File: config.mk
export PLATFORM = sky130hd
export DESIGN_NAME = kypd_scan
export DESIGN_NICKNAME = d
export VERILOG_FILES = /design/src/rtl/kypd_pkg.sv /design/src/rtl/scan_tick.sv /design/src/rtl/kypd_scan.sv
export SDC_FILE = /design/constraint.sdc
export NUM_CORES = 1
export LEC_CHECK = 0
export CAP_MARGIN = 20
export CORE_MARGIN = 1.5
export CORE_UTILIZATION = 61
export DETAILED_ROUTE_END_ITERATION = 10
export PLACE_DENSITY = 0.85
export SLEW_MARGIN = 20
export SYNTH_ARGS = -nofsm -noshare
export SYNTH_HDL_FRONTEND = slang
export SYNTH_SLANG_ARGS = --single-unit
File: constraint.sdc
create_clock -name clk -period 4.75 [get_ports clk]
set_clock_uncertainty 0.2 [all_clocks]
set_input_delay 1.425 -clock clk [delete_from_list [all_inputs] [get_ports clk]]
set_output_delay 1.425 -clock clk [all_outputs]
set_load 0.05 [all_outputs]
File: src/rtl/kypd_pkg.sv
// Shared types and keymap for the keypad scanner.
package kypd_pkg;

  typedef enum logic [1:0] {
    ST_IDLE = 2'd0,
    ST_CAND = 2'd1,
    ST_HELD = 2'd2
  } state_t;

  typedef enum logic [1:0] {
    RES_NONE   = 2'd0,
    RES_SINGLE = 2'd1,
    RES_MULTI  = 2'd2
  } scan_res_t;

  // Nibble index is {row, col}; row 0 is the top row 1,2,3,A.
  localparam logic [63:0] KEYMAP = 64'hDEF0_C987_B654_A321;

  function automatic logic [3:0] key_of(input logic [1:0] r, input logic [1:0] c);
    return KEYMAP[{r, c, 2'b00} +: 4];
  endfunction

endpackage

File: src/rtl/scan_tick.sv
// Enable-pulse divider: one-clk tick every CLK_HZ/TARGET_HZ clocks.
// The ratio must be at least 4 so the row synchronizer settles after a column change.
module scan_tick #(
  parameter int CLK_HZ    = 100_000_000,
  parameter int TARGET_HZ = 1000
) (
  input  logic clk,
  input  logic rst,
  output logic tick
);

  localparam int DIV = CLK_HZ / TARGET_HZ;
  localparam int W   = (DIV > 2) ? $clog2(DIV) : 1;

  logic [W-1:0] cnt;

  // Down-counter reloaded at terminal count; tick fires while it sits at zero.
  always_ff @(posedge clk) begin
    if (rst) begin
      cnt <= '0;
    end else if (cnt == '0) begin
      cnt <= W'(DIV - 1);
    end else begin
      cnt <= cnt - W'(1);
    end
  end

  assign tick = (cnt == '0);

endmodule

File: src/rtl/kypd_scan.sv
// 4x4 keypad scanner with per-scan debounce and a four-key history.
//
//   state   | meaning
//   --------+------------------------------------------------------
//   IDLE    | no key accepted, waiting for a SINGLE scan
//   CAND    | counting consecutive SINGLE scans of the same key
//   HELD    | key accepted, counting consecutive NONE scans to release
module kypd_scan
  import kypd_pkg::*;
#(
  parameter int CLK_HZ         = 100_000_000,
  parameter int SCAN_HZ        = 1000,
  parameter int DEBOUNCE_SCANS = 4
) (
  input  logic        clk,
  input  logic        rst,
  input  logic [3:0]  row,
  output logic [3:0]  col,
  output logic [3:0]  key_code,
  output logic        key_valid,
  output logic        key_held,
  output logic [15:0] digits
);

  localparam int CW = $clog2(DEBOUNCE_SCANS + 1);
  localparam logic [CW-1:0] DB = CW'(DEBOUNCE_SCANS);

  logic [3:0]    row_meta, row_sync;
  logic          tick;
  logic [1:0]    col_idx;
  logic [1:0]    acc_hits, hits_nx;
  logic [3:0]    acc_code, code_nx, col_code;
  logic [2:0]    col_hits, tot_hits;
  logic          scan_done;
  scan_res_t     scan_res;
  logic [3:0]    scan_code;
  state_t        state, state_nx;
  logic [CW-1:0] cnt, cnt_nx, rel, rel_nx;
  logic [3:0]    cand, cand_nx;
  logic          accept;

  scan_tick #(.CLK_HZ(CLK_HZ), .TARGET_HZ(SCAN_HZ)) u_tick (
    .clk  (clk),
    .rst  (rst),
    .tick (tick)
  );

  // Two-flop synchronizer for the asynchronous row inputs (idle high).
  always_ff @(posedge clk) begin
    if (rst) begin
      row_meta <= 4'hF;
      row_sync <= 4'hF;
    end else begin
      row_meta <= row;
      row_sync <= row_meta;
    end
  end

  assign col = ~(4'b0001 << col_idx);

  // Merge the current column's pressed rows into the running scan tally (saturates at 2 = multi).
  always_comb begin
    col_hits = '0;
    col_code = '0;
    for (int r = 0; r < 4; r++) begin
      if (!row_sync[r]) begin
        col_hits = col_hits + 3'd1;
        col_code = key_of(2'(r), col_idx);
      end
    end
    tot_hits = 3'(acc_hits) + col_hits;
    hits_nx  = (tot_hits >= 3'd2) ? 2'd2 : tot_hits[1:0];
    code_nx  = (col_hits != 3'd0) ? col_code : acc_code;
  end

  // Sample on each tick, step the column, and classify after column 3.
  always_ff @(posedge clk) begin
    if (rst) begin
      col_idx   <= 2'd0;
      acc_hits  <= 2'd0;
      acc_code  <= 4'h0;
      scan_done <= 1'b0;
      scan_res  <= RES_NONE;
      scan_code <= 4'h0;
    end else begin
      scan_done <= 1'b0;
      if (tick) begin
        col_idx <= col_idx + 2'd1;
        if (col_idx == 2'd3) begin
          scan_done <= 1'b1;
          scan_res  <= (hits_nx == 2'd0) ? RES_NONE :
                       (hits_nx == 2'd1) ? RES_SINGLE : RES_MULTI;
          scan_code <= code_nx;
          acc_hits  <= 2'd0;
          acc_code  <= 4'h0;
        end else begin
          acc_hits <= hits_nx;
          acc_code <= code_nx;
        end
      end
    end
  end

  // Debounce FSM next-state; acceptance happens the clk after the count reaches DB.
  always_comb begin
    state_nx = state;
    cnt_nx   = cnt;
    rel_nx   = rel;
    cand_nx  = cand;
    accept   = 1'b0;
    case (state)
      ST_IDLE: begin
        if (scan_done && scan_res == RES_SINGLE) begin
          cand_nx  = scan_code;
          cnt_nx   = CW'(1);
          state_nx = ST_CAND;
        end
      end
      ST_CAND: begin
        if (cnt == DB) begin
          accept   = 1'b1;
          cnt_nx   = '0;
          rel_nx   = '0;
          state_nx = ST_HELD;
        end else if (scan_done) begin
          if (scan_res == RES_SINGLE && scan_code == cand) begin
            cnt_nx = cnt + CW'(1);
          end else begin
            cnt_nx   = '0;
            state_nx = ST_IDLE;
          end
        end
      end
      ST_HELD: begin
        if (scan_done) begin
          if (scan_res == RES_NONE) begin
            if (rel == DB - CW'(1)) begin
              rel_nx   = '0;
              state_nx = ST_IDLE;
            end else begin
              rel_nx = rel + CW'(1);
            end
          end else begin
            rel_nx = '0;
          end
        end
      end
      default: state_nx = ST_IDLE;
    endcase
  end

  // FSM registers and the accepted-key outputs.
  always_ff @(posedge clk) begin
    if (rst) begin
      state     <= ST_IDLE;
      cnt       <= '0;
      rel       <= '0;
      cand      <= 4'h0;
      key_code  <= 4'h0;
      key_valid <= 1'b0;
      digits    <= 16'h0000;
    end else begin
      state     <= state_nx;
      cnt       <= cnt_nx;
      rel       <= rel_nx;
      cand      <= cand_nx;
      key_valid <= accept;
      if (accept) begin
        key_code <= cand;
        digits   <= {digits[11:0], cand};
      end
    end
  end

  assign key_held = (state == ST_HELD);

endmodule

=== Word-level counts from Yosys, hierarchy flattened ===
Index checks and enable logic that the tools add are counted.

* Register bits after elaboration: 73
* Bits in latches: 0
* Memory bits (writable): 0
* ROM bits: 0
* Bits of input ports: 6
* Output and inout bits: 26
* Word-level logic and storage cells: 100
* Memories: 0

* Add/subtract/negate cells: 8
* $mul: 0
* Divide/modulo/power cells: 0
* Order comparisons: 1
* Equal/unequal tests: 15
* Shift operators: 5
* Multiplexer cells: 36
* Bitwise logic cells: 2
* Reductions and logical operators: 16

{| class="wikitable"
|+ Operators with widths
! operator !! number
|-
| 64-bit by 7-bit variable part select with 4-bit output (first input constant) || 2
|-
| 64-bit by 5-bit variable part select with 4-bit output (first input constant) || 1
|-
| 64-bit by 6-bit variable part select with 4-bit output (first input constant) || 1
|-
| 3-bit two-way mux || 11
|-
| 4-bit two-way mux || 6
|-
| 2-bit two-way mux || 11
|-
| 17-bit logical NOT || 1
|-
| 17-bit two-way mux || 1
|-
| 17-bit by 1-bit subtractor with 17-bit output (second input constant) || 1
|-
| 3-bit by 1-bit adder with 3-bit output (second input constant) || 5
|-
| 3-bit one-hot mux with 2 select lines || 2
|-
| 2-bit by 1-bit equality test with 1-bit output (second input constant) || 3
|-
| 2-bit logical NOT || 3
|-
| 2-bit by 1-bit inequality test with 1-bit output (second input constant) || 3
|-
| 3-bit inequality test (second input constant) || 2
|-
| 2-bit one-hot mux with 3 select lines || 1
|-
| 3-bit AND reduction || 2
|-
| 6-bit AND reduction || 1
|-
| 2-bit equality test (second input constant) || 2
|-
| 4-bit equality test || 1
|-
| 1-bit two-way mux || 4
|-
| 2-bit inequality test (second input constant) || 2
|-
| 4-bit NOT || 1
|-
| 2-bit AND reduction || 2
|-
| other kinds (11) || 14
|}

=== Longest topological paths before layout ===
Gate-level depths: netlist of the first run.

* Depth in word-level cells: 13
* Depth in mapped cells: 12
* Gate-level depth less buffers: 12

=== Hierarchy ===
From an unflattened synthesis of the first run, not the netlist that was laid out.

* Cells, all modules: 389
* Area total of the unflattened synthesis: 3355.7 sq um

{| class="wikitable"
|+ Modules (own cells, without submodules)
! module !! times used !! cells an instance !! area an instance (sq um) !! sequential area each (sq um)
|-
| kypd_scan || 1 || 299 || 2585.0 || 1041.0
|-
| scan_tick || 1 || 90 || 770.7 || 340.3
|}

=== Worst setup path before layout of the first run ===
Ideal clock, no wire load.

* Path type: register to register
* Start: reg row_sync[1]
* End: reg acc_hits[1]
* Library setup time: 0.070 ns
* Data arrival time: 2.718 ns
* Required time: 4.480 ns
* Setup slack: 1.761 ns
* Cell stages (with the launch flop): 12
* Buffers on the path: 0
* Period minus slack after synthesis: 2.989 ns
* Cell sequence: dfxtp_1 -> inv_1 -> ha_1 -> xnor2_1 -> ha_1 -> nor2_1 -> a31oi_1 -> fa_1 -> xnor3_1 -> nor2b_1 -> or3_1 -> a21oi_1

* Word-level cells in the longest chain between the ends: 9

{| class="wikitable"
|+ RTL lines
! item !! line !! text
|-
| from (decl) || kypd_scan.sv:28 || <nowiki>logic [3:0] row_meta, row_sync;</nowiki>
|-
| from (signal assigned) || kypd_scan.sv:55 || <nowiki>row_sync <= row_meta;</nowiki>
|-
| 3-bit two-way mux * || kypd_scan.sv:66 || <nowiki>if (!row_sync[r]) begin</nowiki>
|-
| 3-bit by 1-bit adder with 3-bit output || kypd_scan.sv:67 || <nowiki>col_hits = col_hits + 3'd1;</nowiki>
|-
| 3-bit two-way mux * || kypd_scan.sv:66 ||
|-
| 3-bit by 1-bit adder with 3-bit output || kypd_scan.sv:67 ||
|-
| 3-bit two-way mux * || kypd_scan.sv:66 ||
|-
| 2-bit by 3-bit adder with 3-bit output * || kypd_scan.sv:71 || <nowiki>tot_hits = 3'(acc_hits) + col_hits;</nowiki>
|-
| 3-bit by 2-bit greater-or-equal comparator with 1-bit output || kypd_scan.sv:72 || <nowiki>hits_nx = (tot_hits >= 3'd2) ? 2'd2 : tot_hits[1:0];</nowiki>
|-
| 2-bit two-way mux * || kypd_scan.sv:72 ||
|-
| 2-bit two-way mux * || kypd_scan.sv:89 || <nowiki>if (col_idx == 2'd3) begin</nowiki>
|-
| to (signal assigned) || kypd_scan.sv:97 || <nowiki>acc_hits <= hits_nx;</nowiki>
|-
| to (decl) || kypd_scan.sv:31 || <nowiki>logic [1:0] acc_hits, hits_nx;</nowiki>
|}

Mark *: on every way between the ends. The rest lies on a longest branch, timed or not.
A chain may end at the register's enable or synchronous reset.

=== Worst setup path after layout of the first run ===
* Start: reg col_idx[0]
* End: out col[3]

* Word-level cells in the longest chain between the ends: 2

{| class="wikitable"
|+ RTL lines
! item !! line !! text
|-
| from (decl) || kypd_scan.sv:30 || <nowiki>logic [1:0] col_idx;</nowiki>
|-
| from (signal assigned) || kypd_scan.sv:88 || <nowiki>col_idx <= col_idx + 2'd1;</nowiki>
|-
| 1-bit by 2-bit << shifter with 4-bit output || kypd_scan.sv:59 || <nowiki>assign col = ~(4'b0001 << col_idx);</nowiki>
|-
| 4-bit NOT || kypd_scan.sv:59 ||
|-
| to (decl) || kypd_scan.sv:18 || <nowiki>output logic [3:0] col,</nowiki>
|}

Every way passes these cells.

==> flow_summary.toml, run 1 <==
[cells_and_area]
final_nets = 407
regArea_mm2 = 0.00138
area_growth_pct = 16.0
fin_util = 0.727
diodes = 0
multi_input_area_mm2 = 0.00161
fillers = 387
drive_above_1_share = 0.0865

[floorplanning]
die-width_um = 75.0
coreArea_mm2 = 0.00504
io_pins = 32
rows = 26
die_h_um = 75.0
die_area_mm2 = 0.00562
start_util = 0.627

[min_path]
min-delay-start = "row_meta[2]"
worstHoldPathCells = 1
hold_class = "reg -> reg"
holdPathEnd = "row_sync[2]"

[worst_setup_path]
crit_path_start_kind = "flip-flop"
arrival_ps = 2010
cp.required_ps = 3120
critPathCaptureType = "output port"
cp_max_fo = 9
critical_path_class = "reg -> out"
r2r_setup_slack_ps = 1540
r2r-end = "scan_res[0]"
reg2reg_from = "row_sync[1]"
r2r_cells = 11

[synthesis]
synth-seq-cells = 69
syn_area_per_cell_um2 = 8.63
syn_area_mm2 = 0.00316
syn_inst = 366
synth_top_area_frac = 0.437
postSynth.asyncResetShare = 0
synth_common_cells = "69 x dfxtp_1, 49 x nand2_1, 36 x a21oi_1"
synth_edf_count = 0
synth_fp_nets = 385
yosysUniqueCellTypes = 49
seq_area_frac_synth = 0.437
yosys_warnings = 0
yosysMostFrequentCell = "dfxtp_1"
synthTopCellsByArea = "dfxtp_1 44%, nand2_1 5.8%, a21oi_1 5.7%"
synthFlopType = "dfxtp_1"
synth_top_area_cell = "dfxtp_1"

[grt]
grt_pass1_wl_mm = 9.61
track_usage = 0.225
grt_max_degree = 50
antenna_found_initial = 0
grt_pass1_vias = 2219
grt_overflow = 0

[clock_tree]
cts_htree_levels = 3
cts_buffer_depth = 2
clk_pin_slew_ps = 70
cts_inserted_buffers = 9
cts.sinks = 69
cts_resized = 0
holdBufCountCts = 0
cts_tree = "built"
cts_setup_buffers = 0
root_buffer = "clkbuf_8"
worstSkewPairLatency_ps = 330

[run]
drv_cap = 0

[power_and_ir_drop]
p_seq_frac = 0.432
leakage_nw = 1.39
power_frac_comb = 0.283
p_int_mw = 1.09
p_per_area_mw_per_mm2 = 447
switching_share = 0.334
switchingPower_mw = 0.548
power.share.clock = 0.285
ir_drop_v = 0.000411

[sta]
final_hold_viol_count = 0
fin_tns_setup_ps = 0
fin_hold_ws_ps = 210
worst_slew_pin_slew_ps = 845
fin_crit_sh = 0.765
period_minus_slack_ps = 3630
drv_slew = 0
rsz0062_at_grt = "no"
fmaxAchievable_ghz = 0.275
setup_viol = 0
slew_headroom = 0.436

[drt]
routed_wl_mm = 5.94
dr.pass1.iters = 4
detail-route-antenna-nets = 0
route.vias.total = 2516
drtIter0Drc = 111
wl_per_cell_um = 12.8
viasPerCell = 5.43
drc = 0

[place]
port_buffers = 31
gp_congestion = 0.795
hpwl_mm = 4.03

[status]
status = "finished, final reports clean"
## layer usage
layer,track usage,up-vias,wire [um],part of all wire
met3,0.0442,12,239,0.040
met1,0.287,1163,2830,0.48
li1,-,1288,-,-
met4,0.109,0,122,0.021
met2,0.366,53,2760,0.46
met5,0,-,0,0
## kinds of logic after synthesis
kind of cell               Yosys count  share of synthesized area
AOI/OAI and AO/OA                   68                      0.133
DFF                                 69                      0.437
muxes                                9                     0.0289
and+or+nand+nor                    146                      0.232
xor gates and xnor gates            20                     0.0598
buffers and inverters               41                     0.0543
adders and majority gates           13                     0.0539
## layout by cell type, fill, tap and decap left out, drive strengths merged, types with 6 or more instances in the layout
master / Yosys / layout
mux2i: 8 / 8
ha: 12 / 12
nand3: 6 / 6
inv: 20 / 20
nor2: 33 / 33
nand2b: 11 / 11
xnor2: 15 / 15
nand2: 49 / 49
clkbuf: 15 / 10
clkdlybuf4s50: 0 / 30
dfxtp: 69 / 69
or2: 10 / 10
nor3: 10 / 10
a21oi: 36 / 36
## registers in the layout, summed over array words and instances, names as in the netlist
signal,count
col_idx,2
digits,13
state,2
acc_code,4
row_meta,4
scan_done,1
scan_code,4
cnt,3
row_sync,4
rel,3
key_code,3
scan_res,2
key_valid,1
cand,4
u_tick.cnt,17
acc_hits,2
## layout make-up
type,count,share of cell area
Timing Repair Buffer,32,0.0854
Clock inverter,6,0.0171
Multi-Input combinational cell,256,0.439
Inverter,20,0.0205
Sequential cell,69,0.377
Clock buffer,10,0.0376
Tap cell,70,0.0239
## worst max-delay path: stages, from the launching register on
cell	delay, ps
dfxtp_1	350
ha_1	310
inv_1	180
clkdlybuf4s50_1	830
## through the flow
step                      worst slack [ps]  area (um2)  power [mW]  std cells
after floorplan                       1760        3160        1.09        366
after global placement                1530        3460        1.16        447
after detailed placement              1480        3460        1.18        447
after CTS                             1110        3660        1.64        463
after global routing                  1040        3660        1.73        463
final                                 1120        3660        1.64        463
## worst max path at each step
| stage | startpoint | endpoint | slack [ps] | cells after the start |
|---|---|---|---|---|
| 3_5_place_dp | col_idx[0] | col[3] | 1480 | 3 |
| 2_1_floorplan | row_sync[1] | acc_hits[1] | 1760 | 11 |
| 3_3_place_gp | col_idx[0] | col[3] | 1530 | 3 |
| 4_1_cts | col_idx[0] | col[3] | 1110 | 3 |
| 5_1_grt | col_idx[0] | col[3] | 1040 | 3 |
| 6_report | col_idx[0] | col[3] | 1120 | 3 |
## power groups by stage
stage               combinational [mW]  clock [mW]  sequential (mW)
floorplan                        0.386           0            0.702
global placement                 0.450           0            0.713
detailed placement               0.461           0            0.717
CTS                              0.464       0.474            0.706
global route                     0.521       0.497            0.716
finish                           0.465       0.467            0.708
No activity file was read; power rests on OpenSTA's default activity.
==> inputs of run 2 (changes only) <==
--- a/config.mk
+++ b/config.mk
@@ -7,9 +7,9 @@
 export LEC_CHECK = 0
 export CAP_MARGIN = 20
 export CORE_MARGIN = 1.5
-export CORE_UTILIZATION = 61
+export CORE_UTILIZATION = 51
 export DETAILED_ROUTE_END_ITERATION = 10
-export PLACE_DENSITY = 0.85
+export PLACE_DENSITY = 0.76
 export SLEW_MARGIN = 20
 export SYNTH_ARGS = -nofsm -noshare
 export SYNTH_HDL_FRONTEND = slang
==> constraint.sdc (replaced) <==
create_clock -name clk -period 3.31 [get_ports clk]
set_clock_uncertainty 0.2 [all_clocks]
set_input_delay 0.993 -clock clk [delete_from_list [all_inputs] [get_ports clk]]
set_output_delay 0.993 -clock clk [all_outputs]
set_load 0.05 [all_outputs]
==> run 2 against run 1 <==
Net effect:
- combinational power grew 49%
- clock power increased by 55%
- sequential power is 43% higher
- count of clock-buffer cells in the layout up 1
- register-to-register slack got worse by 1300 ps
- sequential cell count unchanged
- worst hold slack lost 7.4 ps
- global-route usage decreased by 2.3 points
- first-iteration DRC count grew 9.0%
- cell count rose by 1.9%
- critical endpoint is now col[0]
- largest power group unchanged
- highest routed layer unchanged
==> flow_summary.toml, run 2 (synthesis results as in run 1) <==
[min_path]
worstHoldPathCells = 1
hold_class = "reg -> reg"
holdPathEnd = "row_sync[1]"
min-delay-start = "row_meta[1]"

[clock_tree]
clk_pin_slew_ps = 70
cts_tree = "built"
cts.sinks = 69
holdBufCountCts = 0
worstSkewPairLatency_ps = 340
root_buffer = "clkbuf_8"
cts_buffer_depth = 2
cts_inserted_buffers = 9
cts_htree_levels = 3

[worst_setup_path]
critical_path_class = "reg -> out"
crit_chain = "inv_1, ha_1, inv_1, clkdlybuf4s50_1"
crit_path_start_kind = "flip-flop"
slowest_delay_ps = 800
critPathCaptureType = "output port"
cp.required_ps = 2120
arrival_ps = 1990
crit_path_frequent_cell = "inv_1"
reg2reg_from = "row_sync[0]"
r2r-end = "acc_hits[1]"
critPathLaunch = "col_idx[0]"
r2r_setup_slack_ps = 240
r2r_cells = 11
cpMaxStageDelayCell = "clkdlybuf4s50_1"
cp_max_fo = 5

[sta]
slew_headroom = 0.567
drv_slew = 0
fmaxAchievable_ghz = 0.314
fin_tns_setup_ps = 0
setup_viol = 0
final_hold_viol_count = 0
rsz0062_at_grt = "no"
setup_slack_ps = 122
period_minus_slack_ps = 3190
fin_crit_sh = 0.963
worst_slew_pin_slew_ps = 649

[cells_and_area]
largest_reg_flops = 17
diodes = 0
drive_above_1_share = 0.101
regMostFlops = "u_tick.cnt"
layout_common_cells = "68 x dfxtp_1, 49 x nand2_1, 36 x a21oi_1, 33 x nor2_1, 29 x clkdlybuf4s50_1"
final_nets = 411
reg.largest.list = "u_tick.cnt x17, digits x13"
area_growth_pct = 18.1
layout_commonest_cell = "dfxtp_1"
fin_util = 0.627

[place]
port_buffers = 31
pre_cts_ws_ps = 88.4
hpwl_mm = 4.21
gp_congestion = 0.786

[power_and_ir_drop]
leakage_nw = 1.42
p_per_area_mw_per_mm2 = 651
ir_drop_v = 0.000515

[floorplanning]
coreArea_mm2 = 0.00596
die-width_um = 81.7
rows = 28
start_util = 0.530
die_area_mm2 = 0.00668
io_pins = 32
die_h_um = 81.7

[drt]
routed_wl_mm = 6.28
dr.pass1.iters = 4
drtIter0Drc = 121
detail-route-antenna-nets = 0
viasPerCell = 5.35
wl_per_cell_um = 13.3
drc = 0
route.vias.total = 2525

[grt]
grt_overflow = 0
antenna_found_initial = 0
grt_max_degree = 34
grt_pass1_vias = 2264
track_usage = 0.201
grt_pass1_wl_mm = 10.1

[status]
status = "finished, final reports clean"

[run]
drv_cap = 0
## run 2: repair_timing
item | 4_1_cts | 5_1_grt
buffers inserted | 0 | 0
endpoints found under the setup margin | 1 | 5
gates resized for setup | 1 | 5
## run 2: where the power goes
group / internal, mW / leakage (nW) / switching (mW)
clock: 0.421 / 0.107 / 0.303
combinational: 0.296 / 0.757 / 0.399
sequential: 0.923 / 0.560 / 0.0889
total: 1.64 / 1.42 / 0.790
## run 2: area by class of cell
cell class / instances / area, um2
fillers: 539 / 2220
multi-input cells: 256 / 1630
flip-flops and latches: 69 / 1380
repair buffers: 36 / 345
clock buffers: 11 / 131
well taps: 75 / 93.8
clock inverters: 5 / 75.1
inverters: 20 / 75.1
## run 2: worst max path at each step
stage / slack, ps / depth (start not counted) / endpoint
floorplan: 320 / 11 / acc_hits[1]
global placement: 240 / 11 / acc_hits[1]
detailed placement: 90 / 11 / acc_hits[1]
CTS: 30 / 11 / acc_hits[1]
global route: 20 / 2 / key_held
finish: 120 / 4 / col[0]
## run 2: metrics by stage
stage               hold slack [ps]  cell area (um2)  instances  power [mW]
finish                          202             3730        472        2.43
detailed placement              193             3500        456        1.71
CTS                             209             3710        472        2.44
floorplan                       189             3160        366        1.56
global route                    215             3730        472        2.57
global placement                194             3500        456        1.70
## run 2: worst max-delay path, delay by kind of cell, from the launching register on
| family | cells | cell delay (ps) |
|---|---|---|
| adders and majority gates | 1 | 270 |
| buffers and inverters | 3 | 1000 |
| DFF | 1 | 390 |
## run 2: per-layer routing
layer  up-vias  wire, um  part of all wire  track usage
met3         6       275             0.044       0.0822
met1      1177      3030              0.48        0.246
li1       1289         -                 -            -
met2        53      2900              0.46        0.325
met5         -         0                 0            0
met4         0        65             0.010       0.0627
==> inputs of run 3 (changes only) <==
--- a/config.mk
+++ b/config.mk
@@ -10,6 +10,7 @@
 export CORE_UTILIZATION = 51
 export DETAILED_ROUTE_END_ITERATION = 10
 export PLACE_DENSITY = 0.76
+export SKIP_LAST_GASP = 1
 export SLEW_MARGIN = 20
 export SYNTH_ARGS = -nofsm -noshare
 export SYNTH_HDL_FRONTEND = slang
==> run 3 against run 2 <==
Net effect:
- global-route usage is the same
- core utilization down 0.17 points
- register-to-register slack lost 50 ps
- combinational power barely moved
- sequential cell count did not move
- worst hold slack hardly changed
- die area is the same
- first-iteration DRC count fell by 1.7%
- worst setup slack barely moved
- sequential share of layout area rose by 0.10 points
- wire length barely moved
- sequential power hardly changed
==> flow_summary.toml, run 3 (synthesis results as in run 1) <==
[power_and_ir_drop]
power_frac_comb = 0.286
switchingPower_mw = 0.791
power.share.clock = 0.298
switching_share = 0.325
leakage_nw = 1.42
p_seq_frac = 0.416
p_int_mw = 1.64
ir_drop_v = 0.000515
p_per_area_mw_per_mm2 = 653

[worst_setup_path]
r2r_cells = 11
r2r-end = "acc_hits[1]"
slowest_delay_ps = 800
crit_path_frequent_cell = "inv_1"
crit_path_start_kind = "flip-flop"
arrival_ps = 1990
cp_max_fo = 5
critPathCaptureType = "output port"
critical_path_class = "reg -> out"
critPathLaunch = "col_idx[0]"
crit_chain = "inv_1, ha_1, inv_1, clkdlybuf4s50_1"
r2r_setup_slack_ps = 190
endpoint = "col[0]"
cpMaxStageDelayCell = "clkdlybuf4s50_1"
cp.required_ps = 2120
reg2reg_from = "row_sync[1]"

[grt]
antenna_found_initial = 0
track_usage = 0.201
grt_overflow = 0
grt_pass1_wl_mm = 10.1
grt_pass1_vias = 2264
grt_max_degree = 34

[clock_tree]
root_buffer = "clkbuf_8"
cts_buffer_depth = 2
cts_inserted_buffers = 9
cts_tree = "built"
cts_setup_buffers = 0
worstSkewPairLatency_ps = 340
cts.sinks = 69
clk_pin_slew_ps = 70
cts_htree_levels = 3
holdBufCountCts = 0

[drt]
detail-route-antenna-nets = 0
wl_per_cell_um = 13.3
viasPerCell = 5.35
route.vias.total = 2525
routed_wl_mm = 6.27
drtIter0Drc = 119
drc = 0
dr.pass1.iters = 4

[floorplanning]
rows = 28
io_pins = 32
die-width_um = 81.7
die_area_mm2 = 0.00668
die_h_um = 81.7
coreArea_mm2 = 0.00596
start_util = 0.530

[cells_and_area]
area_growth_pct = 17.8
diodes = 0
reg.largest.list = "u_tick.cnt x17, digits x13"
drive_above_1_share = 0.101
layout_commonest_cell = "dfxtp_1"
finalInstanceArea_mm2 = 0.00372
final_cells = 472
layout_common_cells = "68 x dfxtp_1, 49 x nand2_1, 36 x a21oi_1, 33 x nor2_1, 29 x clkdlybuf4s50_1"
fin_util = 0.625
largest_reg_flops = 17
regMostFlops = "u_tick.cnt"
final_nets = 411

[sta]
fmaxAchievable_ghz = 0.314
setup_viol = 0
drv_slew = 0
rsz0062_at_grt = "yes"
worst_slew_pin_slew_ps = 651
fin_tns_setup_ps = 0
setup_slack_ps = 122
final_hold_viol_count = 0
slew_headroom = 0.566
period_minus_slack_ps = 3190
fin_crit_sh = 0.963

[place]
placed_area_mm2 = 0.00350
hpwl_mm = 4.21
placed_cells = 456
pre_cts_ws_ps = 88.4
port_buffers = 31
gp_congestion = 0.786

[status]
status = "finished, final reports clean"

[min_path]
hold_class = "reg -> reg"

[run]
drv_cap = 0
-- run 3: area by class of cell --
type,instances,area (um2)
Clock buffer,11,131
Clock inverter,5,75.1
Fill cell,540,2230
Inverter,20,75.1
Multi-Input combinational cell,256,1620
Sequential cell,69,1380
Tap cell,75,93.8
Timing Repair Buffer,36,345
-- run 3: how the worst min path moves through the flow --
stage	startpoint	end	slack [ps]	depth (start not counted)
6_report	row_meta[1]	row_sync[1]	200	1
5_1_grt	row_meta[1]	row_sync[1]	220	1
4_1_cts	row_meta[2]	row_sync[2]	210	1
3_5_place_dp	row_meta[2]	row_sync[2]	190	1
3_3_place_gp	row_meta[3]	row_sync[3]	190	1
2_1_floorplan	row_meta[0]	row_sync[0]	190	1
-- run 3: what timing repair did --
action / 4_1_cts / 5_1_grt
cloned: 0 / 0
endpoints found under the setup margin: 1 / 5
resized for setup: 1 / 4
pin swaps: 0 / 0
-- run 3: power groups by stage --
stage	clock network, mW	logic, mW	registers [mW]
floorplan	0	0.554	1.01
global placement	0	0.675	1.02
detailed placement	0	0.682	1.03
CTS	0.739	0.693	1.01
global route	0.780	0.765	1.03
finish	0.724	0.694	1.01
-- run 3: critical path, delay by kind of cell, from the launching register on --
| kind | cells | cell delay (ps) |
|---|---|---|
| adders and majority gates | 1 | 270 |
| buffers and inverters | 3 | 1000 |
| DFF | 1 | 390 |
-- run 3: layer usage --
| layer | wire length [um] | GRT usage |
|---|---|---|
| met2 | 2910 | 0.325 |
| met5 | 0 | 0 |
| met1 | 3040 | 0.246 |
| met4 | 65 | 0.0627 |
| met3 | 262 | 0.0822 |
-- run 3: through the flow --
step | hold WS [ps] | total power, mW
2_1_floorplan | 189 | 1.56
3_5_place_dp | 193 | 1.71
4_1_cts | 209 | 2.44
3_3_place_gp | 194 | 1.70
5_1_grt | 215 | 2.57
6_report | 203 | 2.43
